[config.mk]
export PLATFORM = sky130hd
export DESIGN_NAME = fetch_ctrl
export DESIGN_NICKNAME = d
export VERILOG_FILES = /design/src/rtl/fetch_ctrl.sv
export SDC_FILE = /design/constraint.sdc
export NUM_CORES = 1
export LEC_CHECK = 0
export CAP_MARGIN = 20
export CELL_PAD_IN_SITES_DETAIL_PLACEMENT = 1
export CELL_PAD_IN_SITES_GLOBAL_PLACEMENT = 1
export CORE_MARGIN = 2
export CORE_UTILIZATION = 38
export CTS_BUF_LIST = sky130_fd_sc_hd__clkbuf_8
export CTS_CLUSTER_DIAMETER = 200
export DETAILED_ROUTE_END_ITERATION = 12
export PLACE_DENSITY = 0.8
export SETUP_SLACK_MARGIN = 0.4
export SYNTH_ARGS = -nofsm -noshare
export SYNTH_HDL_FRONTEND = slang
export SYNTH_SLANG_ARGS = --single-unit
[constraint.sdc]
create_clock -name clk -period 1.81 [get_ports clk]
set_input_delay 0.362 -clock clk [delete_from_list [all_inputs] [get_ports clk]]
set_output_delay 0.362 -clock clk [all_outputs]
set_load 0.01 [all_outputs]
[src/rtl/fetch_ctrl.sv]
// fetch_ctrl: instruction fetch/execute sequencer feeding the 2-to-4 register-select decoder.
// Fetches 8-bit instructions over a req/ack handshake and executes NOP/SEL/JMP/HALT.
// Instruction format: [7:6] op, [5:4] dest {a,b}, [3:0] imm.
// Optional feature: define FETCH_CTRL_TIMEOUT_EN to bound the wait for mem_ack. After TIMEOUT
// FETCH cycles with no ack the sequencer halts and raises a sticky err. In the default build
// FETCH waits indefinitely and err is constant 0.
module fetch_ctrl #(
  parameter int ADDR_W = 8
`ifdef FETCH_CTRL_TIMEOUT_EN
  , parameter int TIMEOUT = 15
`endif
) (
  input  logic              clk,
  input  logic              rst,
  input  logic              run,
  output logic              mem_req,
  output logic [ADDR_W-1:0] mem_addr,
  input  logic              mem_ack,
  input  logic [7:0]        mem_rdata,
  output logic              a,
  output logic              b,
  output logic              sel_valid,
  output logic [3:0]        imm,
  output logic [ADDR_W-1:0] pc,
  output logic              busy,
  output logic              halted,
  output logic              err
);

  typedef enum logic [1:0] {S_IDLE, S_FETCH, S_EXEC, S_HALTED} state_t;
  typedef enum logic [1:0] {OP_NOP, OP_SEL, OP_JMP, OP_HALT} op_t;

  state_t            state_q;
  logic [ADDR_W-1:0] pc_q;
  logic [ADDR_W-1:0] pc_d;
  logic [7:0]        ir_q;
  logic              a_q;
  logic              b_q;
  logic [3:0]        imm_q;
  logic              sel_valid_q;
  logic              mem_req_q;
  op_t               op;

`ifdef FETCH_CTRL_TIMEOUT_EN
  localparam int CNT_W = $clog2(TIMEOUT + 1);
  logic [CNT_W-1:0] cnt_q;
  logic             err_q;
`endif

  assign op = op_t'(ir_q[7:6]);

  // Next program counter for the instruction held in ir; applied only in EXEC.
  always_comb begin
    // NOTE: assign a default first so no path through the case leaves pc_d unassigned (no latch).
    pc_d = pc_q;
    case (op)
      OP_NOP, OP_SEL: pc_d = pc_q + ADDR_W'(1);
      OP_JMP:         pc_d = ADDR_W'(ir_q[3:0]);
      default:        pc_d = pc_q;
    endcase
  end

  // Sequencer FSM; every output comes straight from a register updated here.
  always_ff @(posedge clk or posedge rst) begin
    if (rst) begin
      // NOTE: async reset clears every register, ir included, so mem_req drops without waiting for a clock.
      state_q     <= S_IDLE;
      pc_q        <= '0;
      ir_q        <= '0;
      a_q         <= 1'b0;
      b_q         <= 1'b0;
      imm_q       <= '0;
      sel_valid_q <= 1'b0;
      mem_req_q   <= 1'b0;
`ifdef FETCH_CTRL_TIMEOUT_EN
      cnt_q       <= '0;
      err_q       <= 1'b0;
`endif
    end else begin
      // NOTE: non-blocking assignments only, so every branch sees the pre-edge register values.
      sel_valid_q <= 1'b0;
`ifdef FETCH_CTRL_TIMEOUT_EN
      cnt_q       <= '0;
`endif
      case (state_q)
        S_IDLE: begin
          if (run) begin
            state_q   <= S_FETCH;
            mem_req_q <= 1'b1;
          end
        end
        S_FETCH: begin
          // An ack always wins, even in the cycle the timeout would fire.
          if (mem_ack) begin
            ir_q      <= mem_rdata;
            mem_req_q <= 1'b0;
            state_q   <= S_EXEC;
          end
`ifdef FETCH_CTRL_TIMEOUT_EN
          else if (cnt_q == CNT_W'(TIMEOUT - 1)) begin
            mem_req_q <= 1'b0;
            err_q     <= 1'b1;
            state_q   <= S_HALTED;
          end else begin
            cnt_q <= cnt_q + CNT_W'(1);
          end
`endif
        end
        S_EXEC: begin
          pc_q <= pc_d;
          if (op == OP_HALT) begin
            state_q <= S_HALTED;
          end else begin
            if (op == OP_SEL) begin
              a_q         <= ir_q[5];
              b_q         <= ir_q[4];
              imm_q       <= ir_q[3:0];
              sel_valid_q <= 1'b1;
            end
            state_q   <= run ? S_FETCH : S_IDLE;
            mem_req_q <= run;
          end
        end
        default: begin
          // HALTED: only reset leaves this state.
          mem_req_q <= 1'b0;
        end
      endcase
    end
  end

  assign mem_req   = mem_req_q;
  assign mem_addr  = pc_q;
  assign pc        = pc_q;
  assign a         = a_q;
  assign b         = b_q;
  assign imm       = imm_q;
  assign sel_valid = sel_valid_q;
  assign busy      = (state_q == S_FETCH) || (state_q == S_EXEC);
  assign halted    = (state_q == S_HALTED);
`ifdef FETCH_CTRL_TIMEOUT_EN
  assign err       = err_q;
`else
  assign err       = 1'b0;
`endif

endmodule

==> qor.json <==
{
  "crit_path_max_incr_delay_ps": 400,
  "detail_route.first_pass.iterations": 4,
  "ys_types": 40,
  "grt_pass1_vias": 1334,
  "via_count": 1224,
  "crit_path_cell_trace": "inv_2 -> ha_1 -> buf_2",
  "max-vdd-ir-drop_mv": 0.383,
  "critical_path.reg2reg.endpoint": "mem_addr[6]$_DFFE_PP0P_",
  "dp_hpwl_um": 2260,
  "report.power.total_mw": 1.13,
  "drt-vias-per-instance": 5.37,
  "synth_common_cells": "dfrtp_1 (26), mux2_2 (15), buf_4 (9)",
  "timing_worst_setup_path_type": "reg -> out",
  "grt_overflow": 0,
  "totalWireLength_um": 4680,
  "instances_no_fill": 228,
  "rsz0062_at_grt": "yes",
  "gp_congestion": 0.792,
  "synth.most_common_cell": "dfrtp_1",
  "clock_tree.buffer_depth": 2,
  "overall_global_routing_usage_pct": 22.4,
  "synth_flop_type": "dfrtp_1",
  "number_of_enable_flip_flop_cells_after_synthesis": 0,
  "fin_setup_tns_ps": 0,
  "cts_inserted_buffers": 3,
  "postSynthAreaPerCell_um2": 11.1,
  "portBuffers": 37,
  "drt-wirelength-per-cell_um": 20.5,
  "clock_latency_ps": 280,
  "number_of_top_level_pins": 39,
  "power_leakage_nw": 1.16,
  "maximum_number_of_pins_on_one_net_before_global_route_repair": 27,
  "critPathLaunch": "state_q[0]$_DFFE_PP0P_",
  "floorplan.initialDensity_pct": 40.4,
  "htree_levels": 1,
  "mappedNetlistNets": 142,
  "report.final.hold_viol_count": 0,
  "route.detailed.drc": 0,
  "critPathMaxFanout": 3,
  "fin_crit_ps": 1570,
  "share_of_the_core_filled_with_cells_pct": 65.2,
  "status": "finished clean",
  "worst-endpoint-arrival_ps": 1210,
  "clk_transition_reported_paths_ps": 100,
  "cts.sinks": 26,
  "proportion_of_synthesized_chip_area_in_sequential_cells_pct": 47.1,
  "finClkSkew_ps": 4.51,
  "placed_cells": 198,
  "synthesis.instances": 124,
  "area_growth_pct": 61.1,
  "floorplan.die.height_um": 64.3,
  "drive_above_1_share_pct": 43.4,
  "power.density_nw_per_um2": 507,
  "reg2regPathDepth": 5,
  "drt-initial-drc-count": 55,
  "mappedNetlistArea_um2": 1380,
  "antenna_violating_nets_post_route": 0,
  "cp-endpoint": "busy",
  "antenna-diode-count": 0,
  "number_of_hold_buffers_added_after_cts": 0,
  "antenna_found_initial": 0,
  "root_buffer": "clkbuf_8",
  "setup.worst_path.start_class": "register",
  "cts_tree": "done",
  "postSynth.asyncResetShare_pct": 100,
  "postSynthRegisterBits": 26,
  "critical-path-slowest-cell": "dfrtp_1",
  "timing_max_transition_violations_final": 0,
  "yosys-top-cells-area": "dfrtp_1 (47%), mux2_2 (12%), ha_1 (5.4%), buf_4 (4.9%), nor2b_1 (2.3%)",
  "design.die.area_um2": 4130,
  "synth_largest_area_cell": "dfrtp_1",
  "r2r_slack_ps": 250,
  "horizontal_extent_of_the_die_um": 64.3,
  "clock.fmax_ghz": 0.635,
  "grt_first_pass_wirelength_um": 6980,
  "classification_of_the_worst_slack_hold_path": "in -> async",
  "max-cap-violations": 0,
  "timing.rr.start": "state_q[0]$_DFFE_PP0P_",
  "critPathRequiredTime_ps": 1450,
  "core_area_um2": 3420,
  "nets": 201,
  "finalCritPeriodShare_pct": 87.0,
  "synth.yosys.warnings": 0,
  "endpoint_kind": "primary output",
  "synth.top_cell.area_share_pct": 47.1,
  "setup_viol": 0,
  "row_count": 21
}
[flip-flops by register name, summed over array words and instances (netlist names)]
name       cells
imm            4
b              1
mem_addr       8
sel_valid      1
mem_req        1
a              1
ir_q           8
state_q        2
[per-stage QoR]
step                      hold WS [ps]  setup WS [ps]  instance area [µm²]
after floorplan                    402            379                 1410
after global placement             482            156                 1770
after detailed placement           493            107                 1770
after CTS                          471            262                 2120
after global routing               494            191                 2230
final                              440            235                 2230
[worst max-delay path, delay by kind of cell (launching register included)]
kind / cells / cell delay (ps)
fa+ha+maj: 1 / 310
buf+inv: 2 / 230
flops: 1 / 400
[worst min-delay path by stage]
stage	to	slack, ps	cells after the start	startpoint
detailed placement	imm[0]$_DFFE_PP0P_	490	1	imm[0]$_DFFE_PP0P_
floorplan	a$_DFFE_PP0P_	400	1	rst
global placement	b$_DFFE_PP0P_	480	1	ir_q[4]$_DFFE_PP0P_
global route	imm[1]$_DFFE_PP0P_	490	3	rst
finish	imm[1]$_DFFE_PP0P_	440	3	rst
CTS	mem_addr[6]$_DFFE_PP0P_	470	3	rst
[power by group]
part           switching [mW]  internal, mW  leakage, nW
combinational          0.0204        0.0233        0.780
clock                   0.209         0.296       0.0357
sequential                  0         0.580        0.343
[timing repair]
item	4_1_cts	5_1_grt
gates resized for setup	66	19
endpoints found under the setup margin	48	26
buffers inserted	23	3
pin swaps	9	5
[cells by family after synthesis]
group / Yosys count / synth area share [%]
and+or+nand+nor: 30 / 12.8
DFF: 26 / 47.1
AOI/OAI and AO/OA: 24 / 12.2
buffers and inverters: 19 / 7.79
muxes: 18 / 14.4
adders and majority gates: 6 / 5.43
other: 1 / 0.271
[per-layer routing]
| metal | vias up | part of all wire (%) | track usage (%) |
|---|---|---|---|
| met5 | - | 0 | 0 |
| met4 | 0 | 2.2 | 7.18 |
| met3 | 10 | 4.3 | 2.99 |
| met2 | 46 | 51 | 41.1 |
| met1 | 621 | 42 | 26.9 |
| li1 | 547 | - | - |
[placed cells by master, fill, tap and decap left out, types with 2 or more instances in the layout]
cell	instances
inv_2	2
clkbuf_8	3
nand2_1	2
nor2_1	2
mux2_4	14
o21ai_0	5
inv_1	5
dlygate4sd2_1	24
mux2i_1	3
clkdlybuf4s50_1	11
nand2b_1	2
and3_1	2
a21boi_1	2
o22ai_1	2
a21oi_1	4
ha_4	4
buf_4	22
dfrtp_1	19
dfrtp_2	7
nor2b_4	3
buf_6	7
nand2b_4	2
or3_1	2
nor2b_1	2
[layout make-up]
cell class | count | area (µm²)
inverter | 7 | 26.3
multi-input combinational | 79 | 822
fill | 350 | 1190
clock inverter | 1 | 30.0
clock buffer | 3 | 41.3
sequential | 26 | 659
timing repair buffer | 66 | 589
tap | 46 | 57.6
No activity file was read; power rests on OpenSTA's default activity.
